$ cat src/rtl/cmp_event_monitor.sv
// cmp_event_monitor: debounces the one-hot relation flags of a magnitude
// comparator, commits a relation, and emits rise/fall crossing pulses with
// saturating counters. Malformed (non one-hot) samples raise flag_err.
// Optional build macro CMP_MON_STICKY_ERR_EN: flag_err is sticky until clr or
// reset. Without it, flag_err is a one-cycle pulse per malformed sample.
module cmp_event_monitor #(
  parameter int DEBOUNCE = 2,
  parameter int CNT_W    = 8
) (
  input  logic             clk,
  input  logic             rst_n,
  input  logic             in_valid,
  input  logic             a_gt_b,
  input  logic             a_eq_b,
  input  logic             a_lt_b,
  input  logic             clr,
  output logic [1:0]       rel,
  output logic             rise_evt,
  output logic             fall_evt,
  output logic [CNT_W-1:0] rise_cnt,
  output logic [CNT_W-1:0] fall_cnt,
  output logic             flag_err
);

  // Relation encoding doubles as rank: numeric order == BELOW<EQUAL<ABOVE.
  localparam logic [1:0] UNK = 2'b00, BELOW = 2'b01, EQUAL = 2'b10, ABOVE = 2'b11;
  localparam logic [3:0] DBN = 4'(DEBOUNCE);

  logic [1:0] cand, cand_n, rel_n, s;
  logic [3:0] run, run_n;
  logic       good, bad, commit, rise_n, fall_n;

  // Decode the flag triple; candidate value UNK means "no candidate".
  always_comb begin
    s = UNK;
    case ({a_gt_b, a_eq_b, a_lt_b})
      3'b100:  s = ABOVE;
      3'b010:  s = EQUAL;
      3'b001:  s = BELOW;
      default: s = UNK;
    endcase
    good = in_valid && (s != UNK);
    bad  = in_valid && (s == UNK);
  end

  // State register: committed relation, candidate and run length.
  always_ff @(posedge clk or negedge rst_n) begin
    if (!rst_n) begin
      rel  <= UNK;
      cand <= UNK;
      run  <= '0;
    end else begin
      rel  <= rel_n;
      cand <= cand_n;
      run  <= run_n;
    end
  end

  // Next state: only good samples move the debouncer; gaps and bad samples hold.
  always_comb begin
    rel_n  = rel;
    cand_n = cand;
    run_n  = run;
    commit = 1'b0;
    if (good) begin
      if (s == rel) begin
        cand_n = UNK;
        run_n  = '0;
      end else begin
        if (s == cand) begin
          run_n = run + 4'd1;
        end else begin
          cand_n = s;
          run_n  = 4'd1;
        end
        if (run_n >= DBN) begin
          commit = 1'b1;
          rel_n  = s;
          cand_n = UNK;
          run_n  = '0;
        end
      end
    end
  end

  // Output decode: crossing direction on a commit; leaving UNKNOWN is silent.
  always_comb begin
    rise_n = commit && (rel != UNK) && (rel_n > rel);
    fall_n = commit && (rel != UNK) && (rel_n < rel);
  end

  // Registered pulses and saturating counters; clr beats a same-cycle increment.
  always_ff @(posedge clk or negedge rst_n) begin
    if (!rst_n) begin
      rise_evt <= 1'b0;
      fall_evt <= 1'b0;
      rise_cnt <= '0;
      fall_cnt <= '0;
    end else begin
      rise_evt <= rise_n;
      fall_evt <= fall_n;
      if (clr) begin
        rise_cnt <= '0;
        fall_cnt <= '0;
      end else begin
        if (rise_n && (rise_cnt != '1)) rise_cnt <= rise_cnt + 1'b1;
        if (fall_n && (fall_cnt != '1)) fall_cnt <= fall_cnt + 1'b1;
      end
    end
  end

`ifdef CMP_MON_STICKY_ERR_EN
  // Sticky error: a new malformed sample outranks a same-cycle clr.
  always_ff @(posedge clk or negedge rst_n) begin
    if (!rst_n)   flag_err <= 1'b0;
    else if (bad) flag_err <= 1'b1;
    else if (clr) flag_err <= 1'b0;
  end
`else
  // Pulsed error: one cycle per malformed sample, independent of clr.
  always_ff @(posedge clk or negedge rst_n) begin
    if (!rst_n) flag_err <= 1'b0;
    else        flag_err <= bad;
  end
`endif

endmodule

$ cat config.mk
export PLATFORM = sky130hd
export DESIGN_NAME = cmp_event_monitor
export DESIGN_NICKNAME = d
export VERILOG_FILES = /design/src/rtl/cmp_event_monitor.sv
export SDC_FILE = /design/constraint.sdc
export NUM_CORES = 1
export LEC_CHECK = 0
export BUFFER_PORTS_ARGS = -buffer_cell sky130_fd_sc_hd__buf_2
export CORE_ASPECT_RATIO = 0.6
export CORE_UTILIZATION = 34
export CTS_CLUSTER_DIAMETER = 120
export DETAILED_ROUTE_END_ITERATION = 6
export PLACE_DENSITY = 0.65
export SETUP_SLACK_MARGIN = 0.02
export SKIP_LAST_GASP = 1
export SLEW_MARGIN = 10
export SYNTH_ARGS = -nofsm -noshare
export SYNTH_HDL_FRONTEND = slang
export SYNTH_SLANG_ARGS = --single-unit
$ cat constraint.sdc
create_clock -name clk -period 3.7 [get_ports clk]
set_input_delay 0.74 -clock clk [delete_from_list [all_inputs] [get_ports clk]]
set_output_delay 0.74 -clock clk [all_outputs]
set_load 0.1 [all_outputs]
## After elaboration in Yosys (flattened, before gate mapping)

Cells that the tools add are included.

| storage, ports and cells | value |
|---|---|
| bits in registers | 27 |

| cells by class | value |
|---|---|
| reductions and logical operators | 13 |
| $lt $le $gt $ge | 3 |
| $add $sub $neg | 3 |
| eq/ne operators | 8 |
| mux-type cells | 19 |

Operator list:

| operator | number |
|---|---|
| 8-bit 2-to-1 mux | 4 |
| 4-bit 2-to-1 mux | 5 |
| 8-bit by 1-bit adder with 8-bit output, second input constant | 2 |
| 8-bit inequality test, second input constant | 2 |
| 2-bit 2-to-1 mux | 6 |
| 2-bit nonzero test | 4 |
| 1-bit logical AND | 7 |
| 2-bit one-hot mux with 3 select lines | 1 |
| 4-bit by 1-bit adder with 4-bit output, second input constant | 1 |
| 2-bit equality test | 2 |
| 4-bit by 2-bit greater-or-equal comparator with 1-bit output, second input constant | 1 |
| 3-bit by 1-bit equality test with 1-bit output, second input constant | 1 |
| 3-bit by 2-bit equality test with 1-bit output, second input constant | 1 |
| 3-bit equality test, second input constant | 1 |
| 1-bit 2-to-1 mux | 3 |
| 3-bit by 2-bit inequality test with 1-bit output, second input constant | 1 |
| 2-bit > comparator | 1 |
| 2-bit logical NOT | 1 |
| 2-bit < comparator | 1 |
| 2-bit AND reduction | 1 |

## Longest topological paths before layout

Gate-level depths: netlist of the first run.

| logic depth | value |
|---|---|
| depth in word-level cells | 15 |
| mapped depth | 14 |
| mapped depth without buffers | 12 |

## Worst setup path before layout of the first run

OpenSTA, ideal clock, no wires.

| path | value |
|---|---|
| path kind | input-to-reg |
| start | input a_eq_b |
| end | register rise_cnt[4] |
| arrival time | 3557 ps |
| setup slack | 65 ps |
| required time | 3622 ps |
| library setup time | 78 ps |
| stages on the path | 14 |
| path buffers | 2 |
| cells stage by stage | buf_2 nor3b_2 mux2i_1 o22a_1 or3_1 mux2_2 ha_1 nor2b_1 o21ai_0 nor2_1 nand3_2 buf_6 or3_1 a21oi_1 |

| between the ends | value |
|---|---|
| longest elaborated chain between the ends | 14 |
| elaborated cells between the ends (all ways) | 23 |

Ends and longest elaborated chain:

| element | line | text |
|---|---|---|
| from (decl) | 14 | `input logic a_eq_b,` |
| 3-bit by 1-bit equality test with 1-bit output, or another cell as far along | 36 | `case ({a_gt_b, a_eq_b, a_lt_b})` |
| 2-bit one-hot mux with 3 select lines * | 36 |  |
| 2-bit equality test | 70 | `if (s == cand) begin` |
| 4-bit 2-to-1 mux | 70 |  |
| 4-bit 2-to-1 mux | 66 | `if (s == rel) begin` |
| 4-bit 2-to-1 mux | 65 | `if (good) begin` |
| 4-bit by 2-bit greater-or-equal comparator with 1-bit output | 76 | `if (run_n >= DBN) begin` |
| 2-bit 2-to-1 mux | 76 |  |
| 2-bit 2-to-1 mux | 66 |  |
| 2-bit 2-to-1 mux * | 65 |  |
| via rel_n[1] | 29 | `logic [1:0] cand, cand_n, rel_n, s;` |
| 2-bit > comparator * | 88 | `rise_n = commit && (rel != UNK) && (rel_n > rel);` |
| 1-bit logical AND * | 88 |  |
| 1-bit logical AND * | 106 | `if (rise_n && (rise_cnt != '1)) rise_cnt <= rise_cnt + 1'b1;` |
| 2-bit nonzero test (no source line) * | - |  |
| to (signal assigned) | 106 |  |
| to (decl) | 20 | `output logic [CNT_W-1:0] rise_cnt,` |

Mark *: on every way through the listed nets, which the timed path passes. The rest lies on a longest branch. The select of a mux whose other input is x is not followed.
A chain may end at the register's enable or synchronous reset.

## Worst setup path after layout of the first run

| path | value |
|---|---|
| start | register run[0] |
| end | register fall_cnt[7] |

| between the ends | value |
|---|---|
| longest elaborated chain between the ends | 12 |
| elaborated cells between the ends (all ways) | 16 |

Ends and longest elaborated chain:

| element | line | text |
|---|---|---|
| from (decl) | 30 | `logic [3:0] run, run_n;` |
| from (signal assigned) | 55 | `run <= run_n;` |
| 4-bit by 1-bit adder with 4-bit output | 71 | `run_n = run + 4'd1;` |
| 4-bit 2-to-1 mux | 70 |  |
| 4-bit 2-to-1 mux | 66 |  |
| 4-bit 2-to-1 mux | 65 |  |
| 4-bit by 2-bit greater-or-equal comparator with 1-bit output | 76 |  |
| 2-bit 2-to-1 mux | 76 |  |
| 2-bit 2-to-1 mux | 66 |  |
| 2-bit 2-to-1 mux | 65 |  |
| via rel_n[1] | 29 |  |
| 2-bit < comparator | 89 | `fall_n = commit && (rel != UNK) && (rel_n < rel);` |
| 1-bit logical AND | 89 |  |
| 1-bit logical AND | 107 | `if (fall_n && (fall_cnt != '1)) fall_cnt <= fall_cnt + 1'b1;` |
| 2-bit nonzero test (no source line) | - |  |
| to (signal assigned) | 107 |  |
| to (decl) | 21 | `output logic [CNT_W-1:0] fall_cnt,` |

The timed path passes the listed nets, and every way through them passes these cells. The select of a mux whose other input is x is not followed.

==> out/metrics.csv, run 1 <==
stage;metric;value;unit
yosys;yosys_most_used_dff;dfrtp_1;
clocking;cts_hold_buf;0;
job;drv_cap;0;
clocking;cts_root_buf;clkbuf_8;
clocking;cts_buffers;3;
floorplanning;rows;19;
worst_setup_path;reg2reg_to;fall_cnt[7]$_DFFE_PN0P_;
clocking;clock-sinks;27;
worst_setup_path;reg2reg_depth;11;
hold_path;min-delay-path-class;input port to async pin;
floorplanning;die_h;56.07;um
floorplanning;start_util;35.74;%
pwr;switchingPower;0.0003844;W
worst_setup_path;cp_top_family;simple AND/OR/NAND/NOR gates;
drt;drt-initial-drc-count;81;
placed_design;gp_congestion;0.8371;
finish;regArea;675.6;um^2
placed_design;dp_hpwl;2676;um
yosys;yosysTopAreaCellShare;40.79;%
yosys;ys_seq_area_share;40.79;%
worst_setup_path;reg2reg_slack;0.24;ns
timing;worstMarginPinSlew;0.6085;ns
finish;nets;224;
drt;drc_errors;0;
grt;grt_pass1_vias;1255;
placed_design;place_ws;-0.09684;ns
timing;min_period;3.463;ns
drt;vias;1410;
pwr;power.share.clock;19.2;%
worst_setup_path;slowest_delay;0.51;ns
yosys;ys_ff_latch;27;
yosys;ys_async_sr_fraction;100.0;%
status;status;finished clean;
yosys;yosysWarningCount;0;
worst_setup_path;critPathCaptureType;flip-flop;
pwr;leakage;0.9224;nW
drt;viasPerCell;5.146;
worst_setup_path;r2r-start;run[0]$_DFFE_PN0P_;
yosys;synth_edf_count;0;
worst_setup_path;crit_fanout;11;
pwr;report.power.total;0.0009225;W
drt;drtAntennaViolNets;0;
grt;grt_pass1_wl;6072;um
clocking;path_clk_slew;0.10;ns
finish;area_delta_synth_final;21.07;%
worst_setup_path;worstPathCellList;ha_1, or4_1, o31ai_1, or3_1, mux2_2, ha_1, nor2b_1, nor2_1, nand3_4, nor4b_1, mux2_1;
drt;wl_per_cell;13.62;um
floorplanning;core;0.004636;mm^2
timing;fin_skew;0.01091;ns
pwr;p_per_area;460.0;mW/mm^2
grt;antenna_found_initial;0;
yosys;avgSynthCellArea;9.745;um^2
drt;first_pass_iters;4;
clocking;clock_latency;0.28;ns
clocking;cts_tree;done;
timing;slew_viol_final;0;
floorplanning;io_pins;28;
floorplanning;die_w;92.12;um
pwr;p_comb_share;42.6;%
finish;diodes;0;
worst_setup_path;path_buf_inv;0;
finish;nFillCells;463;
grt;overflow;0;
grt;grt_max_degree;28;
placed_design;dp_cells;267;
finish;multi_input_comb_area;913.4;um^2
yosys;synth_cell_type_count;46;
drt;wirelength;3731;um
timing;period_share;93.59;%
timing;whs;0.4489;ns
timing;rsz0062_at_grt;false;
yosys;synth_nets;182;
placed_design;port_buffers;27;
pwr;p_sw_share;41.67;%
worst_setup_path;worstSetupStartpoint;run[0]$_DFFE_PN0P_;
worst_setup_path;worstSetupPathType;flip-flop to flip-flop;
worst_setup_path;cp_data_arrival_time;3.64;ns
grt;track_usage;15.04;%
timing;max_slew_margin;59.43;%
finish;final_util;43.27;%
yosys;synth_top_area_cell;dfrtp_1;
yosys;syn_area;0.001657;mm^2
worst_setup_path;cpMostUsedCell;ha_1;
timing;max_freq;288.8;MHz
finish;layout-drive-gt1-share;27.96;%
clocking;clockBufferDepth;2;
pwr;p_int;0.0005381;W
clocking;htree_levels;1;
worst_setup_path;critPathRequiredTime;3.88;ns
finish;final_cells;274;
pwr;seqPwrFrac;38.2;%
timing;setup_ws;0.2370;ns
timing;hold_violations;0;
yosys;synth_cells;170;
yosys;synthTopCellsByArea;dfrtp_1, a21oi_1, ha_1;
floorplanning;die_area;0.005165;mm^2
worst_setup_path;startpoint_type;flip-flop;
pwr;ir_drop;0.3108;mV
timing;setup_viol;0;
worst_setup_path;crit_slowest_cell;or4_1;
what timing repair did:
action,in CTS,in global routing
buffers inserted,0,2
hold endpoints to repair,0,0
endpoints found under the setup margin,0,7
gates resized for setup,0,2
power by group through the flow:
| stage | logic [W] | clock network, W | registers [W] |
|---|---|---|---|
| 6_report | 0.000393 | 0.000177 | 0.000352 |
| 3_5_place_dp | 0.000369 | 0 | 0.000358 |
| 5_1_grt | 0.000423 | 0.000195 | 0.000356 |
| 4_1_cts | 0.000371 | 0.000181 | 0.000352 |
| 3_3_place_gp | 0.000366 | 0 | 0.000357 |
| 2_1_floorplan | 0.000192 | 0 | 0.000427 |
kinds of logic (layout without fill, tap and decap cells):
group,Yosys count,in the layout,share of synthesized area (%)
fa+ha+maj,6,6,4.381
xor+xnor,6,6,3.173
buf+inv,14,54,4.532
mux,6,6,3.776
simple gates,66,67,24.93
flops,27,27,40.79
compound gates,45,45,18.43
metal layers:
metal,track usage (%),vias up,routed length (um)
li1,-,719,-
met3,3.689,4,145
met2,20.36,26,1489
met5,0,-,0
met4,3.348,0,29
met1,23.57,661,2066
placed cells by master, fill, tap and decap left out, types with 3 or more instances in the layout:
cell       n
dfrtp_1   27
buf_2     27
buf_4     18
a21oi_1   16
nor2_1     9
o21ai_0    9
or3_1      8
nand3_1    7
nand2b_1   6
o31ai_1    6
or4_1      5
inv_1      5
nand2_1    5
and2_1     5
ha_1       5
mux2i_1    4
nand4_1    4
xnor2_1    3
nor2b_1    3
and3_1     3
xor2_1     3
clkbuf_8   3
through the flow:
step                area, um^2  TNS (ns)
floorplan                 1657         0
global placement          1934         0
detailed placement        1934   -0.3214
CTS                       1983         0
global route              2006         0
finish                    2006         0
worst max path at each step:
stage | end | cells after the start
final | fall_cnt[7]$_DFFE_PN0P_ | 11
after global routing | fall_cnt[7]$_DFFE_PN0P_ | 11
after CTS | fall_cnt[7]$_DFFE_PN0P_ | 11
after detailed placement | fall_cnt[7]$_DFFE_PN0P_ | 12
after global placement | fall_cnt[7]$_DFFE_PN0P_ | 12
after floorplan | rise_cnt[4]$_DFFE_PN0P_ | 14
state kept, by name, indices dropped and copies added, names as in the netlist:
| register | cells |
|---|---|
| cand | 2 |
| fall_cnt | 8 |
| fall_evt | 1 |
| flag_err | 1 |
| rel | 2 |
| rise_cnt | 8 |
| rise_evt | 1 |
| run | 4 |
cell usage after synthesis (5+ instances only):
cell type and number:
a21oi_1 16, and2_1 5, dfrtp_1 27, ha_1 5
inv_1 5, nand2_1 5, nand2b_1 6, nand3_1 6
nor2_1 10, o21ai_0 10, o31ai_1 6, or3_1 8
or4_1 5
cell type report:
cell class              count  area share (%)
multi-input cells         130           45.54
flip-flops and latches     27           33.69
repair buffers             45           13.47
well taps                  63           3.930
clock buffers               3           2.059
inverters                   5          0.9357
clock inverters             1          0.3743
Power figures use the tool's default switching activity.
==> inputs of run 2 (changes only) <==
- REMOVE_ABC_BUFFERS: default -> 1
==> run 2 against run 1 <==
Register-to-register slack worse by 0.06 ns. Maximum frequency fell by 1.8%. Clock-buffer cell count up 1. Total power is 2.6% lower. Worst setup slack worse by 0.064 ns. Hold slack better by 0.022 ns. Sequential share of layout area is 0.063 points lower. Critical endpoint is now rise_cnt[7]$_DFFE_PN0P_.
==> out/metrics.csv, run 2 (synthesis results as in run 1) <==
stage;metric;value;unit;change
grt;grt_max_degree;28;;unchanged
timing;fin_skew;0.002655;ns;-0.008251 ns
clocking;htree_levels;1;;unchanged
finish;fin_area;0.002009;mm^2;+0.19%
timing;worstMarginPinSlew;0.6050;ns;-0.003507 ns
worst_setup_path;startpoint_type;flip-flop;;
finish;layout-drive-gt1-share;27.96;%;unchanged
clocking;clock-sinks;27;;unchanged
floorplanning;start_util;35.74;%;unchanged
placed_design;dpl_cell_area;0.001942;mm^2;+0.39%
clocking;path_clk_slew;0.09;ns;about the same
job;drv_cap;0;;unchanged
clocking;cts_tree;done;;
timing;slew_viol_final;0;;unchanged
finish;regArea;675.6;um^2;unchanged
drt;drc_errors;0;;unchanged
placed_design;gp_congestion;0.8358;;-0.16%
timing;period_share;95.33;%;+1.7 points
finish;multi_input_comb_area;920.9;um^2;+0.82%
timing;hold_violations;0;;unchanged
finish;diodes;0;;unchanged
drt;viasPerCell;5.274;;+2.5%
timing;whs;0.4706;ns;+0.02175 ns
worst_setup_path;slowest_delay;0.55;ns;+0.04 ns
timing;max_freq;283.5;MHz;-1.8%
pwr;ir_drop;0.1569;mV;-50%
timing;setup_viol;0;;unchanged
worst_setup_path;worstPathCellList;ha_1, or4_1, o31ai_2, or3_4, mux2_2, ha_1, nor2b_1, o21ai_1, nor2_1, nand3_2, or3_1, a21oi_1;;
pwr;p_per_area;447.0;mW/mm^2;-2.8%
floorplanning;rows;19;;unchanged
finish;nFillCells;483;;+4.3%
floorplanning;core;0.004636;mm^2;unchanged
drt;vias;1445;;+2.5%
drt;wirelength;3900;um;+4.5%
grt;overflow;0;;unchanged
finish;final_util;43.35;%;+0.081 points
timing;setup_ws;0.1729;ns;-0.06416 ns
worst_setup_path;critPathCaptureType;flip-flop;;
grt;grt_pass1_vias;1326;;+5.7%
drt;first_pass_iters;4;;unchanged
worst_setup_path;cpMostUsedCell;ha_1;;
finish;final_cell_mix;dfrtp_1, buf_2, buf_4;;
worst_setup_path;crit_slowest_cell;or4_1;;
worst_setup_path;crit_fanout;6;;-5
floorplanning;io_pins;28;;unchanged
drt;drt-initial-drc-count;93;;+15%
finish;area_delta_synth_final;21.30;%;
timing;min_period;3.527;ns;+0.06415 ns
timing;max_slew_margin;59.67;%;+0.23 points
clocking;clockBufferDepth;2;;unchanged
worst_setup_path;critPathRequiredTime;3.89;ns;about the same
grt;track_usage;15.83;%;+0.80 points
drt;drtAntennaViolNets;0;;unchanged
hold_path;min-delay-path-class;input port to async pin;;
floorplanning;die_w;92.12;um;unchanged
clocking;cts_hold_buf;0;;unchanged
finish;nets;224;;unchanged
placed_design;dp_hpwl;2831;um;+5.8%
timing;fin_tns_setup;0;ns;unchanged
finish;top_regs;fall_cnt (8), rise_cnt (8), run (4);;
placed_design;port_buffers;27;;unchanged
worst_setup_path;cp_data_arrival_time;3.72;ns;+0.08 ns
floorplanning;die_h;56.07;um;unchanged
drt;wl_per_cell;14.23;um;+4.5%
pwr;leakage;0.9268;nW;+0.48%
clocking;clock_latency;0.27;ns;about the same
worst_setup_path;worstSetupPathType;flip-flop to flip-flop;;
grt;grt_pass1_wl;6451;um;+6.2%
clocking;cts_root_buf;clkbuf_8;;
placed_design;place_ws;-0.1136;ns;-0.01673 ns
grt;antenna_found_initial;0;;unchanged
clocking;cts_buffers;3;;unchanged
floorplanning;die_area;0.005165;mm^2;unchanged
status;status;finished clean;;
==> run 2: timing repair <==
| item | in CTS | in global routing |
|---|---|---|
| setup buffers | 0 | 1 |
| setup endpoints to repair | 0 | 5 |
| gates resized for setup | 0 | 3 |
==> run 2: path summary, 6_finish.rpt <==
check	start	to	slack [ns]	depth (start not counted)
min in group clk	run[3]$_DFFE_PN0P_	run[3]$_DFFE_PN0P_	0.52	1
max in group asynchronous	rst_n	fall_cnt[0]$_DFFE_PN0P_	2.83	1
worst min register to register	run[3]$_DFFE_PN0P_	run[3]$_DFFE_PN0P_	0.52	1
worst max-delay path	run[0]$_DFFE_PN0P_	rise_cnt[7]$_DFFE_PN0P_	0.17	12
worst max register to register	run[0]$_DFFE_PN0P_	rise_cnt[7]$_DFFE_PN0P_	0.17	12
worst min-delay path	rst_n	rise_evt$_DFF_PN0_	0.47	1
==> run 2: routing by layer <==
metal	vias to the layer above	part of all wire, %	GRT usage (%)
met3	2	5.9	3.962
li1	714	-	-
met2	44	39	20.90
met4	0	0.21	2.232
met1	685	54	25.70
met5	-	0	0
==> run 2: where the power goes <==
| part | switching [W] | internal [W] | total, W |
|---|---|---|---|
| logic | 0.000243 | 0.000139 | 0.000382 |
| clock network | 0.0000866 | 0.0000770 | 0.000164 |
| registers | 0.0000388 | 0.000314 | 0.000353 |
==> run 2: final cells by class <==
| type | instances | area share [%] |
|---|---|---|
| Timing Repair Buffer | 45 | 13.45 |
| Sequential cell | 27 | 33.62 |
| Multi-Input combinational cell | 130 | 45.83 |
| Inverter | 5 | 0.9340 |
| Clock buffer | 4 | 2.242 |
| Tap cell | 63 | 3.923 |
==> run 2: through the flow <==
stage	instances	power (W)
2_1_floorplan	161	0.0006035
3_3_place_gp	268	0.0007195
3_5_place_dp	268	0.0007230
4_1_cts	272	0.0008894
5_1_grt	274	0.0009519
6_report	274	0.0008983
==> run 2: worst max-delay path: cells and delay by family (launching register included) <==
family          cells  cell delay [ns]
compound gates      3             0.37
mux                 1             0.34
flops               1             0.42
simple gates        6             1.73
fa+ha+maj           2             0.60
==> inputs of run 3 (changes only) <==
- ABC_AREA: default -> 1
==> run 3 against run 2 <==
Via count rose by 2.0%. Combinational power fell by 4%. Die area rose by 0.95%. Clock-buffer cell count fell by 1. Utilization fell by 2.1 points. Clock skew barely moved. Sequential power fell by 1%. Global-route usage fell by 0.83 points. Hold slack got worse by 0.011 ns. Worst setup slack improved by 0.43 ns. Critical path depth rose by 6. Critical endpoint is now rise_cnt[3]$_DFFE_PN0P_. Largest cell class unchanged.
==> out/metrics.csv, run 3 <==
stage;metric;value;unit;change
job;drv_cap;0;;unchanged
grt;track_usage;15.00;%;-0.83 points
grt;grt.busiest_layer;met1;;
pwr;power.share.clock;19.3;%;+1.1 points
timing;rsz0062_at_grt;false;;
grt;antenna_found_initial;0;;unchanged
timing;fin_tns_setup;0;ns;unchanged
placed_design;gp_congestion;0.8543;;+2.2%
worst_setup_path;crit_end;rise_cnt[3]$_DFFE_PN0P_;;
worst_setup_path;cp_data_arrival_time;3.31;ns;-0.41 ns
pwr;p_per_area;460.5;mW/mm^2;+3.0%
drt;drc_errors;0;;unchanged
drt;first_pass_iters;4;;unchanged
drt;viasPerCell;4.897;;-7.1%
clocking;cts_resized;0;;unchanged
yosys;yosysMostFrequentCell;nand2_1;;
timing;max_freq;322.9;MHz;+14%
drt;drt-initial-drc-count;74;;-20%
timing;slew_viol_final;0;;unchanged
placed_design;port_buffers;27;;unchanged
yosys;synth_top_area_cell;dfrtp_1;;
yosys;synth_cells;210;;+24%
worst_setup_path;crit_fanout;9;;+3
drt;wirelength;3591;um;-7.9%
finish;final_cell_mix;nand2_1, inv_1, dfrtp_1, buf_2, nand4_1;;
timing;period_share;83.71;%;-12 points
yosys;ys_ff_latch;27;;unchanged
pwr;leakage;1.138;nW;+23%
finish;final_common_cell;nand2_1;;
pwr;p_comb_share;41.4;%;-1.1 points
grt;globalRouteMet1Util;24.07;%;-1.6 points
timing;worstMarginPinSlew;0.9636;ns;+0.3586 ns
finish;final_util;41.25;%;-2.1 points
timing;min_period;3.097;ns;-0.4298 ns
clocking;cts_tree;done;;
floorplanning;die_h;56.34;um;+0.47%
floorplanning;start_util;35.90;%;+0.17 points
pwr;p_sw_share;45.73;%;+4.7 points
worst_setup_path;worstSetupPathType;input port to flip-flop;;
hold_path;min-delay-path-class;input port to async pin;;
grt;grt_pass1_vias;1328;;+0.15%
floorplanning;core;0.004659;mm^2;+0.51%
worst_setup_path;r2r-start;run[0]$_DFFE_PN0P_;;
finish;diodes;0;;unchanged
worst_setup_path;worstSetupStartpoint;a_gt_b;;
clocking;clock_latency;0.27;ns;about the same
clocking;cts_root_buf;clkbuf_8;;
worst_setup_path;path_buf_inv;3;;+3
drt;vias;1474;;+2.0%
floorplanning;die_w;92.56;um;+0.48%
worst_setup_path;worstPathCellList;buf_2, nand2_1, nand3_2, nand2_1, nand2_1, a21oi_1, nand3_1, nand2_1, o21ai_0, ha_1, inv_1, nor2_1, nor2_1, a21oi_1, inv_1, nor3_4, nand4_1, nand2_1;;
finish;final_cells;301;;+9.9%
yosys;yosys_most_used_dff;dfrtp_1;;
timing;max_slew_margin;35.69;%;-24 points
pwr;switchingPower;0.0004047;W;+9.9%
yosys;synth_edf_count;0;;unchanged
worst_setup_path;critPathCaptureType;flip-flop;;
worst_setup_path;crit_slowest_cell;nor3_4;;
yosys;synth_cell_type_count;24;;-48%
yosys;ys_seq_area_share;40.39;%;-0.40 points
status;status;finished clean;;
placed_design;dp_hpwl;2608;um;-7.9%
clocking;path_clk_slew;0.10;ns;about the same
yosys;ys_top_cells_by_count;nand2_1, inv_1, dfrtp_1, nand4_1, nand3_1;;
worst_setup_path;reg2reg_to;rise_cnt[3]$_DFFE_PN0P_;;
clocking;clockBufferDepth;2;;unchanged
pwr;ir_drop;0.1838;mV;+17%
worst_setup_path;worst-path-stages;18;;+6
finish;area_delta_synth_final;14.88;%;
pwr;p_int;0.0004804;W;-9.3%
yosys;yosysTopAreaCellShare;40.39;%;-0.40 points
worst_setup_path;reg2reg_depth;16;;+4
worst_setup_path;startpoint_type;input port;;
timing;whs;0.4591;ns;-0.01149 ns
placed_design;dp_cells;297;;+11%
floorplanning;rows;19;;unchanged
yosys;ys_async_sr_fraction;100.0;%;unchanged
finish;nets;251;;+12%
finish;top_regs;fall_cnt (8), rise_cnt (8), run (4);;
floorplanning;die_area;0.005214;mm^2;+0.95%
clocking;htree_levels;1;;unchanged
yosys;synthTopCellsByArea;dfrtp_1, nand2_1, nand4_1;;
worst_setup_path;cp_top_family;simple AND/OR/NAND/NOR gates;;
drt;wl_per_cell;11.93;um;-16%
yosys;avgSynthCellArea;7.966;um^2;-18%
yosys;syn_area;0.001673;mm^2;+0.98%
drt;drtAntennaViolNets;0;;unchanged
floorplanning;io_pins;28;;unchanged
worst_setup_path;slowest_delay;0.35;ns;-0.20 ns
clocking;post-cts-setup-buffers;0;;unchanged
pwr;seqPwrFrac;39.3;%;about the same
finish;layout-drive-gt1-share;20.17;%;-7.8 points
worst_setup_path;reg2reg_slack;0.81;ns;+0.64 ns
worst_setup_path;cpMostUsedCell;nand2_1;;
grt;overflow;0;;unchanged
timing;hold_violations;0;;unchanged
clocking;cts_buffers;3;;unchanged
timing;setup_viol;0;;unchanged
grt;grt_util_met2;20.95;%;+0.057 points
grt;grt_pass1_wl;6223;um;-3.5%
grt;use_met3;3.388;%;-0.57 points
grt;grt_max_degree;33;;+18%
timing;fin_skew;0.003115;ns;+0.0004605 ns
clocking;cts_hold_buf;0;;unchanged
yosys;yosysWarningCount;0;;unchanged
clocking;clock-sinks;27;;unchanged
worst_setup_path;critPathRequiredTime;3.92;ns;+0.03 ns
run 3: cell types whose count changed after synthesis, moves of 7 or more:
cell,before,now
nand2_1,5,42
inv_1,5,32
nand4_1,4,25
nand3_1,6,22
a21oi_1,16,3
or3_1,8,0
o21ai_0,10,3
run 3: per-layer routing:
| layer | wire length, um | vias to the layer above |
|---|---|---|
| met1 | 2006 | 689 |
| met2 | 1427 | 31 |
| met5 | 0 | - |
| met4 | 0 | 0 |
| met3 | 158 | 0 |
| li1 | - | 754 |
run 3: cell type report:
class	count	area [um^2]
clock buffer	3	41.29
clock inverter	1	5.005
fill	492	2738
inverter	37	143.9
multi-input combinational	143	842.1
sequential	27	675.6
tap	63	78.83
timing repair buffer	27	135.1
run 3: through the flow:
stage | total power (W) | instance area [um^2] | setup WS, ns
6_report | 0.0008851 | 1922 | 0.6027
3_3_place_gp | 0.0007149 | 1876 | 0.4954
2_1_floorplan | 0.0006481 | 1662 | 0.8548
5_1_grt | 0.0009419 | 1922 | 0.3482
4_1_cts | 0.0008917 | 1922 | 0.6303
3_5_place_dp | 0.0007201 | 1876 | 0.3309
run 3: worst reg2reg max path, cell delays in order, from the launching register on:
cell     delay [ns]
dfrtp_1        0.45
ha_1           0.31
inv_1          0.05
nand2_1        0.04
nor2_1         0.15
nand2_1        0.14
nand3_1        0.16
o21ai_0        0.13
ha_1           0.31
inv_1          0.04
nor2_1         0.08
nor2_1         0.07
a21oi_1        0.21
inv_1          0.11
nor3_4         0.35
nand4_1        0.14
nand2_1        0.10
run 3: power by group through the flow:
stage	Combinational [W]	Sequential [W]	Clock, W
floorplan	0.000203	0.000445	0
global placement	0.000361	0.000354	0
detailed placement	0.000366	0.000354	0
CTS	0.000367	0.000348	0.000176
global route	0.000402	0.000353	0.000187
finish	0.000367	0.000348	0.000171
run 3: how the worst min path moves through the flow:
stage,from,endpoint,slack [ns],cells after the start
after floorplan,rst_n,cand[0]$_DFFE_PN0P_,0.44,0
after global routing,rst_n,rise_evt$_DFF_PN0_,0.51,1
final,rst_n,run[2]$_DFFE_PN0P_,0.46,1
after global placement,run[3]$_DFFE_PN0P_,run[3]$_DFFE_PN0P_,0.51,2
after CTS,rst_n,run[2]$_DFFE_PN0P_,0.49,1
after detailed placement,run[3]$_DFFE_PN0P_,run[3]$_DFFE_PN0P_,0.52,2
run 3: cells by family (layout without fill, tap and decap cells):
group / after synthesis / after routing / share of synthesized area [%]
adders and majority gates: 5 / 5 / 3.740
buffers and inverters: 40 / 68 / 9.275
and+or+nand+nor: 119 / 119 / 38.29
xor gates and xnor gates: 11 / 11 / 5.760
AOI/OAI and AO/OA: 8 / 8 / 2.542
DFF: 27 / 27 / 40.39
